File: src/rtl/wb_gpio_pkg.sv
// Shared definitions for the Wishbone GPIO peripheral.
//   - register byte offsets inside the slave window
//   - window size and blink-period register width
//   - bus request struct used by the top-level decode
`timescale 1ns/1ps
package wb_gpio_pkg;
  localparam logic [7:0] LED_OFS          = 8'h00;
  localparam logic [7:0] LED_SET_OFS      = 8'h04;
  localparam logic [7:0] LED_CLR_OFS      = 8'h08;
  localparam logic [7:0] LED_TGL_OFS      = 8'h0C;
  localparam logic [7:0] BTN_OFS          = 8'h10;
  localparam logic [7:0] IRQ_STATUS_OFS   = 8'h14;
  localparam logic [7:0] IRQ_ENABLE_OFS   = 8'h18;
  localparam logic [7:0] BLINK_MASK_OFS   = 8'h1C;
  localparam logic [7:0] BLINK_PERIOD_OFS = 8'h20;

  localparam logic [31:0] WINDOW_BYTES   = 32'h24;
  localparam int          BLINK_PERIOD_W = 24;

  // One decoded bus access for the current cycle.
  typedef struct packed {
    logic        vld;   // cyc & stb & address inside the window
    logic        we;
    logic [7:0]  ofs;   // byte offset from BASE_ADDR
    logic [31:0] data;
  } bus_req_t;
endpackage

File: src/rtl/button_debounce.sv
// One button channel: 2-flop synchroniser followed by a debounce counter.
//   clk, reset_n : clock, async active-low reset
//   btn_in       : raw asynchronous button level (1 = pressed)
//   stable       : debounced level
// The counter runs while the synchronised input disagrees with the
// debounced state; once it has reached DEBOUNCE_CYCLES the state flips on
// the following edge, giving a latency of 2 + DEBOUNCE_CYCLES edges.
`timescale 1ns/1ps
module button_debounce #(
  parameter int DEBOUNCE_CYCLES = 1000
) (
  input  logic clk,
  input  logic reset_n,
  input  logic btn_in,
  output logic stable
);
  localparam int CW = $clog2(DEBOUNCE_CYCLES + 1);
  localparam logic [CW-1:0] CNT_MAX = CW'(DEBOUNCE_CYCLES);
  localparam logic [CW-1:0] CNT_ONE = CW'(1);

  logic          sync1_q, sync2_q;
  logic [CW-1:0] cnt_q, cnt_d;
  logic          stable_q, stable_d;

  always_comb begin
    cnt_d    = '0;
    stable_d = stable_q;
    if (sync2_q != stable_q) begin
      if (cnt_q == CNT_MAX) stable_d = sync2_q;
      else                  cnt_d    = cnt_q + CNT_ONE;
    end
  end

  always_ff @(posedge clk or negedge reset_n) begin
    if (!reset_n) begin
      sync1_q  <= 1'b0;
      sync2_q  <= 1'b0;
      cnt_q    <= '0;
      stable_q <= 1'b0;
    end else begin
      sync1_q  <= btn_in;
      sync2_q  <= sync1_q;
      cnt_q    <= cnt_d;
      stable_q <= stable_d;
    end
  end

  assign stable = stable_q;
endmodule

File: src/rtl/wb_buttons_leds_v2.sv
// Wishbone slave GPIO: NUM_LEDS LEDs with set/clear/toggle and blink,
// NUM_BUTTONS debounced buttons with sticky press interrupts.
//   clk, reset_n          : clock, async active-low reset
//   i_wb_* / o_wb_*       : Wishbone slave, single-cycle registered ack
//   buttons               : raw button levels
//   led_enb, leds         : LED enable (always on, active low) and drive
//   o_irq                 : |(IRQ_STATUS & IRQ_ENABLE)
`timescale 1ns/1ps
module wb_buttons_leds_v2
  import wb_gpio_pkg::*;
#(
  parameter int          NUM_LEDS        = 2,
  parameter int          NUM_BUTTONS     = 2,
  parameter logic [31:0] BASE_ADDR       = 32'h3000_0000,
  parameter int          DEBOUNCE_CYCLES = 1000
) (
  input  logic                   clk,
  input  logic                   reset_n,
  input  logic                   i_wb_cyc,
  input  logic                   i_wb_stb,
  input  logic                   i_wb_we,
  input  logic [31:0]            i_wb_addr,
  input  logic [31:0]            i_wb_data,
  output logic                   o_wb_ack,
  output logic                   o_wb_stall,
  output logic [31:0]            o_wb_data,
  input  logic [NUM_BUTTONS-1:0] buttons,
  output logic [NUM_LEDS-1:0]    led_enb,
  output logic [NUM_LEDS-1:0]    leds,
  output logic                   o_irq
);
  localparam logic [BLINK_PERIOD_W-1:0] PRESC_ONE = BLINK_PERIOD_W'(1);

  // Subtracting the base lets a single unsigned compare cover both window
  // edges: addresses below BASE_ADDR wrap to huge offsets.
  logic [31:0] ofs;
  bus_req_t    req;
  assign ofs = i_wb_addr - BASE_ADDR;

  always_comb begin
    req.vld  = i_wb_cyc & i_wb_stb & (ofs < WINDOW_BYTES);
    req.we   = i_wb_we;
    req.ofs  = ofs[7:0];
    req.data = i_wb_data;
  end

  logic                   wr;
  logic [NUM_LEDS-1:0]    wd_led;
  logic [NUM_BUTTONS-1:0] wd_btn;
  assign wr     = req.vld & req.we;
  assign wd_led = req.data[NUM_LEDS-1:0];
  assign wd_btn = req.data[NUM_BUTTONS-1:0];

  // Debounced buttons, one channel per instance.
  logic [NUM_BUTTONS-1:0] btn_db;
  for (genvar g = 0; g < NUM_BUTTONS; g++) begin : g_btn
    button_debounce #(.DEBOUNCE_CYCLES(DEBOUNCE_CYCLES)) u_db (
      .clk     (clk),
      .reset_n (reset_n),
      .btn_in  (buttons[g]),
      .stable  (btn_db[g])
    );
  end

  logic [NUM_LEDS-1:0]       led_q, led_d;
  logic [NUM_LEDS-1:0]       blink_mask_q, blink_mask_d;
  logic [NUM_BUTTONS-1:0]    irq_sts_q, irq_sts_d;
  logic [NUM_BUTTONS-1:0]    irq_en_q, irq_en_d;
  logic [NUM_BUTTONS-1:0]    btn_prev_q, btn_prev_d;
  logic [BLINK_PERIOD_W-1:0] period_q, period_d;
  logic [BLINK_PERIOD_W-1:0] presc_q, presc_d;
  logic                      phase_q, phase_d;
  logic                      ack_q, ack_d;
  logic [31:0]               rdata_q, rdata_d;

  logic [NUM_BUTTONS-1:0] rise, irq_clr;
  logic                   period_wr;

  always_comb begin
    led_d        = led_q;
    blink_mask_d = blink_mask_q;
    irq_en_d     = irq_en_q;
    period_d     = period_q;
    irq_clr      = '0;
    period_wr    = 1'b0;
    if (wr) begin
      case (req.ofs)
        LED_OFS:          led_d        = wd_led;
        LED_SET_OFS:      led_d        = led_q | wd_led;
        LED_CLR_OFS:      led_d        = led_q & ~wd_led;
        LED_TGL_OFS:      led_d        = led_q ^ wd_led;
        IRQ_STATUS_OFS:   irq_clr      = wd_btn;
        IRQ_ENABLE_OFS:   irq_en_d     = wd_btn;
        BLINK_MASK_OFS:   blink_mask_d = wd_led;
        BLINK_PERIOD_OFS: begin
          period_d  = req.data[BLINK_PERIOD_W-1:0];
          period_wr = 1'b1;
        end
        default: ;
      endcase
    end

    // A press edge in the same cycle as a W1C of that bit keeps it set.
    btn_prev_d = btn_db;
    rise       = btn_db & ~btn_prev_q;
    irq_sts_d  = (irq_sts_q & ~irq_clr) | rise;

    presc_d = presc_q + PRESC_ONE;
    phase_d = phase_q;
    if (period_wr) begin
      presc_d = '0;
      phase_d = 1'b1;
    end else if (presc_q == period_q) begin
      presc_d = '0;
      phase_d = ~phase_q;
    end

    // Read data reflects state before this cycle's write.
    ack_d   = req.vld;
    rdata_d = '0;
    if (req.vld && !req.we) begin
      case (req.ofs)
        LED_OFS:          rdata_d = 32'(led_q);
        BTN_OFS:          rdata_d = 32'(btn_db);
        IRQ_STATUS_OFS:   rdata_d = 32'(irq_sts_q);
        IRQ_ENABLE_OFS:   rdata_d = 32'(irq_en_q);
        BLINK_MASK_OFS:   rdata_d = 32'(blink_mask_q);
        BLINK_PERIOD_OFS: rdata_d = 32'(period_q);
        default:          rdata_d = '0;
      endcase
    end
  end

  always_ff @(posedge clk or negedge reset_n) begin
    if (!reset_n) begin
      led_q        <= '0;
      blink_mask_q <= '0;
      irq_sts_q    <= '0;
      irq_en_q     <= '0;
      btn_prev_q   <= '0;
      period_q     <= '0;
      presc_q      <= '0;
      phase_q      <= 1'b1;
      ack_q        <= 1'b0;
      rdata_q      <= '0;
    end else begin
      led_q        <= led_d;
      blink_mask_q <= blink_mask_d;
      irq_sts_q    <= irq_sts_d;
      irq_en_q     <= irq_en_d;
      btn_prev_q   <= btn_prev_d;
      period_q     <= period_d;
      presc_q      <= presc_d;
      phase_q      <= phase_d;
      ack_q        <= ack_d;
      rdata_q      <= rdata_d;
    end
  end

  assign o_wb_ack   = ack_q;
  assign o_wb_data  = rdata_q;
  assign o_wb_stall = 1'b0;
  assign led_enb    = '0;
  assign leds       = led_q & (~blink_mask_q | {NUM_LEDS{phase_q}});
  assign o_irq      = |(irq_sts_q & irq_en_q);

  // Upper data/offset bits have no register behind them.
  logic unused_bits;
  assign unused_bits = ^{req.data, ofs};
endmodule

File: config.mk
export PLATFORM = sky130hd
export DESIGN_NAME = wb_buttons_leds_v2
export DESIGN_NICKNAME = d
export VERILOG_FILES = /design/src/rtl/wb_gpio_pkg.sv /design/src/rtl/button_debounce.sv /design/src/rtl/wb_buttons_leds_v2.sv
export SDC_FILE = /design/constraint.sdc
export NUM_CORES = 1
export LEC_CHECK = 0
export BUFFER_PORTS_ARGS = -buffer_cell sky130_fd_sc_hd__buf_2
export CAP_MARGIN = 20
export CELL_PAD_IN_SITES_DETAIL_PLACEMENT = 0
export CELL_PAD_IN_SITES_GLOBAL_PLACEMENT = 2
export CORE_ASPECT_RATIO = 1.1
export CORE_MARGIN = 4
export CORE_UTILIZATION = 38
export DETAILED_ROUTE_END_ITERATION = 8
export GPL_TIMING_DRIVEN = 0
export PLACE_DENSITY_LB_ADDON = 0.12
export SLEW_MARGIN = 5
export SYNTH_ARGS = -nofsm -noshare
export SYNTH_HDL_FRONTEND = slang
export SYNTH_HIERARCHICAL = 1
export SYNTH_SLANG_ARGS = --single-unit
File: constraint.sdc
create_clock -name clk -period 3.55 [get_ports clk]
set_clock_uncertainty 0.05 [all_clocks]
set_input_delay 0.5325 -clock clk [delete_from_list [all_inputs] [get_ports clk]]
set_output_delay 0.5325 -clock clk [all_outputs]
set_load 0.005 [all_outputs]
==> flow_metrics.tcl <==
set metrics [dict create \
    worstHoldPathType "input port to asynchronous set/reset pin" \
    via_per_inst 4.954 \
    critPathMaxStageDelay_ns 0.81 \
    wire_per_inst_um 15.82 \
    clk_pin_slew_worst_paths_ns 0.07 \
    yosys_warnings 6 \
    cp_cell_sequence "ha_1, nand4_1, nor4_1, nand3_1, xor2_1, nor3_1" \
    seqCellArea_mm2 0.002754 \
    drt_iter0_markers 159 \
    status "finished clean" \
    synthesis.area_mm2 0.005430 \
    grt_max_degree 57 \
    multi_input_area_mm2 0.002450 \
    post-route-util 0.4653 \
    setup-tns-final_ns 0 \
    arrival_ns 2.54 \
    worst_pin_slew_ns 1.063 \
    async_reset_ff_frac 1.000 \
    crit_fanout 5 \
    grt.overflow.total 0 \
    rows 45 \
    drt_pass1_iterations 4 \
    fin_total_pwr_w 0.002369 \
    cts_resized 0 \
    die-area_mm2 0.01627 \
    synth_top_area_share 0.5023 \
    grt_pass1_vias 3925 \
    holdWs_ns 0.09470 \
    track_usage 0.1568 \
    grt_pass1_wl_mm 19.99 \
    place_congestion 0.8068 \
    reg2reg_slack_ns 1.24 \
    drv_cap 0 \
    antennaDiodeCount 0 \
    final_common_cell "dfrtp_1" \
    ctsHoldBuffers 0 \
    synth_flop_cell "dfrtp_1" \
    cellPowerDensity_mw_per_mm2 366.1 \
    r2r_start "presc_q[0]" \
    fillers 1358 \
    synth.area.top_cells "dfrtp_1 50%, mux2_2 6.2%, xor2_1 6.0%, nor4bb_1 4.2%, xnor2_1 3.1%" \
    cts_buffers 9 \
    power_leakage_nw 3.061 \
    vias 3859 \
    io_buffer_count 90 \
    synth_seq_cells 110 \
    start_util 0.3905 \
    clock-sinks 110 \
    critPathKind "flip-flop to flip-flop" \
    antenna_left 0 \
    io_pins 110 \
    antenna_found_initial 0 \
    worst_slack_ns 1.237 \
    relSlewSlack 0.2859 \
    drc 0 \
    fp.dieW_um 122.0 \
    cts-root-buf "clkbuf_16" \
    drv_slew 0 \
    ys_types 52 \
    post_cts_buffers 0 \
    drive_gt1_frac 0.2961 \
    cp-start-kind "flip-flop" \
    syn_inst 474 \
    synth_edf_count 0 \
    min_period_ns 2.313 \
    routed_wl_mm 12.33 \
    place.detailed.hpwl_mm 9.145 \
    cts_tree "built" \
    max_freq_mhz 432.4 \
    reg2regPathDepth 6 \
    nets 666 \
    end_kind "flip-flop" \
    cts_buffer_depth 2 \
    coreArea_mm2 0.01391 \
    fp.dieH_um 133.4 \
    pre_cts_ws_ns 0.8904 \
    cp_slowest_cell "nor4_1" \
    vdd_drop_max_mv 0.2842 \
    fin_crit_sh 0.6515 \
    timing.rr.end "presc_q[18]" \
    cts_max_level 3 \
    setup_viol 0 \
    yosysSeqAreaShare 0.5071 \
    area_delta_synth_final_pct 19.17 \
    syn_area_per_cell_um2 11.46 \
    cp_data_required_time_ns 3.77 \
    rsz0062_at_grt "no" \
    insertion_delay_ns 0.36 \
    hold_viol 0 \
    final_cell_mix "109 x dfrtp_1, 94 x buf_2, 37 x xor2_1" \
    yosysTopAreaCell "dfrtp_1" \
]
## per-stage QoR
stage | std cells | instance area, um2
5_1_grt | 779 | 6471
2_1_floorplan | 484 | 5468
3_5_place_dp | 763 | 6187
6_report | 779 | 6471
3_3_place_gp | 762 | 6153
4_1_cts | 779 | 6471
## flip-flops by register name, indices dropped and copies added (netlist names)
name                cells
o_wb_data              24
period_q               24
presc_q                24
g_btn.u_db/cnt_q       20
blink_mask_q            2
btn_prev_q              2
g_btn.u_db/stable       2
g_btn.u_db/sync1_q      2
g_btn.u_db/sync2_q      2
irq_en_q                2
irq_sts_q               2
led_q                   2
o_wb_ack                1
phase_q                 1
## cell families (layout without fill, tap and decap cells)
family                     count (synthesis)  count (layout)  synth area share
other                                      1              11         0.0006906
buffers and inverters                     49             156           0.04862
AOI/OAI and AO/OA                         36              36           0.04608
and+or+nand+nor                          174             174            0.2044
DFF                                      110             110            0.5071
muxes                                     39              39           0.08203
adders and majority gates                  9               9           0.02074
xor gates and xnor gates                  56              56           0.09032
## metal layers
metal,share of wire,GRT usage,vias to the layer above
li1,-,-,1909
met1,0.48,0.2183,1859
met2,0.46,0.2436,83
met3,0.050,0.04246,8
met4,0.010,0.03923,0
met5,0,0,-
## critical path, delay by kind of cell, from the launching register on
family        cells  cell delay, ns
simple gates      4            1.31
xor+xnor          1            0.18
fa+ha+maj         1            0.24
flops             1            0.45
## cell type report
cell class / count / share of cell area
plain buffers: 29 / 0.02920
clock buffers: 10 / 0.03693
clock inverters: 6 / 0.006961
inverters: 20 / 0.01160
multi-input cells: 325 / 0.3786
flip-flops and latches: 110 / 0.4256
well taps: 188 / 0.03635
repair buffers: 91 / 0.07483
## cell usage after synthesis, types with 3 or more instances
| cell | instances |
|---|---|
| a21oi_1 | 9 |
| buf_4 | 13 |
| nand3_1 | 17 |
| xnor2_1 | 19 |
| or3_1 | 4 |
| mux2_2 | 30 |
| mux2_1 | 4 |
| nor3_1 | 28 |
| nand4_1 | 14 |
| o221ai_1 | 4 |
| xor2_1 | 37 |
| clkbuf_1 | 6 |
| buf_2 | 5 |
| o21ai_0 | 6 |
| nand2_1 | 24 |
| nor2_1 | 21 |
| ha_1 | 9 |
| nor4b_1 | 3 |
| dfrtp_1 | 109 |
| nor3b_1 | 3 |
| buf_6 | 3 |
| or4_1 | 6 |
| nor4_1 | 9 |
| mux2i_1 | 4 |
| inv_1 | 20 |
| a22o_1 | 5 |
| a31oi_1 | 4 |
| and3_1 | 3 |
| nor4bb_1 | 23 |
## report_power, final
part | internal [W] | total, W | switching, W
clock network | 0.000500 | 0.000970 | 0.000469
registers | 0.00126 | 0.00127 | 0.00000871
logic | 0.0000563 | 0.000131 | 0.0000744
total | 0.00182 | 0.00237 | 0.000552
## worst max-delay path by stage
stage               slack (ns)                     end           from
floorplan                 1.32            period_q[10]  i_wb_addr[17]
global placement          0.51  g_btn[1].u_db/cnt_q[2]        reset_n
detailed placement        0.89           o_wb_data[21]  i_wb_addr[18]
CTS                       1.22             presc_q[13]    presc_q[12]
global route              1.01             presc_q[21]    presc_q[12]
finish                    1.24             presc_q[18]     presc_q[0]
(Power assumes the default switching activity.)
